[src/rtl/multibyte_add_seq.sv]
// Byte-serial multi-precision adder/subtractor: one 8-bit column per cycle, LSB first,
// carry chained through a register, result returned over a valid/ready handshake.
module multibyte_add_seq #(
  parameter int unsigned NBYTES = 4
) (
  input  logic                clk,
  input  logic                reset,
  input  logic                start_valid,
  output logic                start_ready,
  input  logic                sub,
  input  logic [8*NBYTES-1:0] a,
  input  logic [8*NBYTES-1:0] b,
  input  logic                cin,
  output logic                res_valid,
  input  logic                res_ready,
  output logic [8*NBYTES-1:0] y,
  output logic                cout,
  output logic                overflow,
  output logic                zero
);

  localparam int unsigned IDX_W = (NBYTES > 1) ? $clog2(NBYTES) : 1;
  localparam logic [IDX_W-1:0] LAST_IDX = IDX_W'(NBYTES - 1);

  typedef enum logic [1:0] {IDLE, RUN, DONE} state_e;

  state_e                    state_q, state_d;
  logic [IDX_W-1:0]          idx_q, idx_d;
  logic                      carry_q, carry_d;
  logic [NBYTES-1:0][7:0]    a_q, a_d;
  logic [NBYTES-1:0][7:0]    b_q, b_d;
  logic [NBYTES-1:0][7:0]    y_q, y_d;
  logic                      cout_q, cout_d;
  logic                      overflow_q, overflow_d;
  logic                      zero_q, zero_d;
  logic                      start_ready_q, start_ready_d;
  logic                      res_valid_q, res_valid_d;

  logic [7:0]                a_byte, b_byte;
  logic [8:0]                sum;
  logic                      carry_msb;

  // Current column through the 8-bit adder slice
  always_comb begin
    a_byte    = a_q[idx_q];
    b_byte    = b_q[idx_q];
    sum       = 9'(a_byte) + 9'(b_byte) + 9'(carry_q);
    carry_msb = a_byte[7] ^ b_byte[7] ^ sum[7];
  end

  always_comb begin
    state_d     = state_q;
    idx_d       = idx_q;
    carry_d     = carry_q;
    a_d         = a_q;
    b_d         = b_q;
    y_d         = y_q;
    cout_d      = cout_q;
    overflow_d  = overflow_q;
    zero_d      = zero_q;

    unique case (state_q)
      IDLE: begin
        if (start_valid && start_ready_q) begin
          // Subtraction runs as a + ~b + ~cin on the same carry chain
          a_d        = a;
          b_d        = sub ? ~b : b;
          carry_d    = cin ^ sub;
          y_d        = '0;
          cout_d     = 1'b0;
          overflow_d = 1'b0;
          zero_d     = 1'b0;
          idx_d      = '0;
          state_d    = RUN;
        end
      end
      RUN: begin
        y_d[idx_q] = sum[7:0];
        carry_d    = sum[8];
        if (idx_q == LAST_IDX) begin
          cout_d     = sum[8];
          overflow_d = sum[8] ^ carry_msb;
          zero_d     = (y_d == '0);
          state_d    = DONE;
        end else begin
          idx_d = idx_q + IDX_W'(1);
        end
      end
      DONE: begin
        if (res_ready) state_d = IDLE;
      end
      default: state_d = IDLE;
    endcase

    start_ready_d = (state_d == IDLE);
    res_valid_d   = (state_d == DONE);
  end

  always_ff @(posedge clk or posedge reset) begin
    if (reset) begin
      state_q       <= IDLE;
      idx_q         <= '0;
      carry_q       <= 1'b0;
      a_q           <= '0;
      b_q           <= '0;
      y_q           <= '0;
      cout_q        <= 1'b0;
      overflow_q    <= 1'b0;
      zero_q        <= 1'b0;
      start_ready_q <= 1'b1;
      res_valid_q   <= 1'b0;
    end else begin
      state_q       <= state_d;
      idx_q         <= idx_d;
      carry_q       <= carry_d;
      a_q           <= a_d;
      b_q           <= b_d;
      y_q           <= y_d;
      cout_q        <= cout_d;
      overflow_q    <= overflow_d;
      zero_q        <= zero_d;
      start_ready_q <= start_ready_d;
      res_valid_q   <= res_valid_d;
    end
  end

  assign start_ready = start_ready_q;
  assign res_valid   = res_valid_q;
  assign y           = y_q;
  assign cout        = cout_q;
  assign overflow    = overflow_q;
  assign zero        = zero_q;

endmodule

[config.mk]
export PLATFORM = sky130hd
export DESIGN_NAME = multibyte_add_seq
export DESIGN_NICKNAME = d
export VERILOG_FILES = /design/src/rtl/multibyte_add_seq.sv
export SDC_FILE = /design/constraint.sdc
export NUM_CORES = 1
export LEC_CHECK = 0
export ABC_AREA = 0
export CORE_MARGIN = 2
export CORE_UTILIZATION = 30
export DETAILED_ROUTE_END_ITERATION = 16
export SYNTH_ARGS = -nofsm -noshare
export SYNTH_HDL_FRONTEND = slang
export SYNTH_SLANG_ARGS = --single-unit
[constraint.sdc]
create_clock -name clk -period 6.6 [get_ports clk]
set_input_delay 1.32 -clock clk [delete_from_list [all_inputs] [get_ports clk]]
set_output_delay 1.32 -clock clk [all_outputs]
set_load 0.02 [all_outputs]
==> out/metrics.csv <==
metric,value,unit
pin_count,107,
num_rows,48,
yosysWarningCount,0,
synth_top_area_cell,dfrtp_1,
peakVddDrop,0.2739,mV
grt_usage,0.1520,
cts_root_buf,clkbuf_16,
place.gp.congestion,0.8415,
grt_first_pass_wirelength,21650,µm
clock-sinks,106,
p_leak,2.748,nW
num_antenna_cells,0,
drc_errors,0,
async_flop_share,1.000,
die_h,137.2,µm
drv_cap,0,
setup_violations,0,
insertion_delay,360,ps
clk_path_buf_depth,2,
postSynthCellCount,472,
fin_setup_tns,0,ps
via_per_inst,4.970,
end_kind,register,
core_area,17360,µm²
critical_path.top_delay_family,adder cells,
drt_iter0_markers,230,
fmax,251.1,MHz
grt_max_degree,103,
firstDrtPassIters,4,
areaGrowthSynthToFinish,29.88,%
critPathKind,register to register,
antenna_found_initial,0,
p_per_area,634.6,nW/µm²
drv_slew,0,
wl_per_cell,17.16,µm
path_common_cell,fa_1,
postCtsSetupBuffers,0,
status,"complete, no violations",
synthFlopType,dfrtp_1,
grt_overflow,0,
start_util,0.3069,
wirelength,13650,µm
slowest_stage,dfrtp_1,
dpl.hpwl,10150,µm
min_path_type,register to register,
totalPowerFinal,0.004390,W
syn-cell-area,5326,µm²
worstPathCellList,buf_4 > mux4_2 > inv_1 > fa_1 > fa_1 > xor2_2 > a22oi_1 > or4_1 > nor4_1 > o2111ai_1 > o21ai_1,
syn_nets,555,
drive_gt1_frac,0.1333,
cp.arrival,4270,ps
grt_pass1_vias,4005,
rsz0062_at_grt,no,
cp-start-kind,register,
synth_top_area_share,0.4933,
dpl.cell_count,779,
cp_max_fo,12,
synth_edf_count,0,
worst_pin_slew,1039,ps
h-tree-depth,3,
slowest_delay,720,ps
cts_buffers,9,
finalHoldViolations,0,
fin_crit_sh,0.6033,
die_x,137.2,µm
cts_repair_resize_count,0,
relSlewSlack,0.3073,
cts_tree,yes,
synth_seq_cells,106,
finalCriticalPeriod,3982,ps
seq_area_frac_synth,0.4982,
cts_hold_buf,0,
io_buffers,106,
clk_pin_slew,70,ps
skew,9.788,ps
nets,648,
crit_required,6890,ps
syn_avg_cell_area,11.28,µm²
cp_num_buf_inv,2,
vias,3951,
synth_area_leaders,"dfrtp_1, mux2_2, mux4_2",
die_area,18840,µm²
ant_nets,0,
layout.cells.non_filler,795,
ys_types,51,
## metrics by stage
stage	hold WS [ps]	util	worst slack, ps	area (µm²)
finish	487.9	0.3986	2618	6918
global route	515.8	0.3986	2437	6918
CTS	496.2	0.3986	2632	6918
detailed placement	479.6	0.3801	2648	6598
global placement	483.0	0.3801	2755	6598
floorplan	475.2	-	2493	5326
## final cells by class
| type | count | area, µm² |
|---|---|---|
| clock buffer | 11 | 242.7 |
| clock inverter | 5 | 77.57 |
| fill | 1640 | 10440 |
| inverter | 12 | 47.55 |
| multi-input combinational | 325 | 2521 |
| sequential | 106 | 2654 |
| tap | 225 | 281.5 |
| timing repair buffer | 111 | 1094 |
## cell usage after synthesis, drive strengths merged (3+ instances only)
| library cell | instances |
|---|---|
| mux2 | 33 |
| xor2 | 3 |
| inv | 12 |
| a22oi | 3 |
| dfrtp | 105 |
| a21oi | 49 |
| mux4 | 16 |
| a221oi | 3 |
| nand3 | 3 |
| a22o | 17 |
| xnor2 | 33 |
| o221ai | 3 |
| nand2 | 23 |
| and2 | 5 |
| nor4 | 5 |
| nand2b | 4 |
| clkbuf | 20 |
| buf | 9 |
| ha | 11 |
| nor2 | 48 |
| nor2b | 6 |
| o21ai | 23 |
| nor3 | 5 |
| a32o | 4 |
## kinds of logic after synthesis
kind of cell | Yosys count | share of synthesized area
AO/OA/AOI/OAI | 119 | 0.1442
AND/OR/NAND/NOR | 108 | 0.09702
flip-flops | 106 | 0.4982
multiplexers | 49 | 0.1374
buffers and inverters | 41 | 0.02913
XOR/XNOR | 36 | 0.06061
adder cells (fa/ha/maj) | 13 | 0.03336
## worst paths after layout
check | startpoint | end | slack (ps) | depth (start not counted)
hold / removal | cout | cout | 490 | 2
setup reg to reg | idx_q[0] | zero | 2620 | 11
min in group asynchronous | reset | a_q[15] | 1460 | 2
max in group asynchronous | reset | b_q[16] | 3920 | 3
setup / recovery | idx_q[0] | zero | 2620 | 11
hold reg to reg | cout | cout | 490 | 2
## registers in the layout, summed over array words and instances, names as in the netlist, 2 cells and up
register / count
idx_q: 2
b_q: 32
a_q: 32
y: 32
state_q: 2
## worst min-delay path, stage by stage (launching register included)
cell and delay [ps]:
dfrtp_1 350, nand2_1 50, o21ai_0 60
## report_power, final
part | internal [W] | total, W | leakage, nW | switching [W]
sequential | 0.000946 | 0.00114 | 1.28 | 0.000190
combinational | 0.00115 | 0.00267 | 1.31 | 0.00153
clock | 0.000342 | 0.000585 | 0.156 | 0.000243
## layout by cell type (no fill, tap or decap), types with 5 or more instances in the layout
master             n
dfrtp_1          105
clkdlybuf4s50_1  105
a21oi_1           49
nor2_1            48
mux2_2            33
xnor2_1           33
nand2_1           23
o21ai_0           22
a22o_1            17
mux4_2            16
inv_1             11
ha_1              11
clkbuf_16          9
nor2b_1            6
and2_1             5
nor4_1             5
buf_4              5
## layer usage
metal  up-vias  routed length, µm  GRT usage
li1       1885                  -          -
met1      1934               6316     0.2045
met2       110               6376     0.2377
met3        22                656    0.03753
met4         0                296    0.05670
met5         -                  0          0
Note: power is estimated with default switching activity, not from simulation.
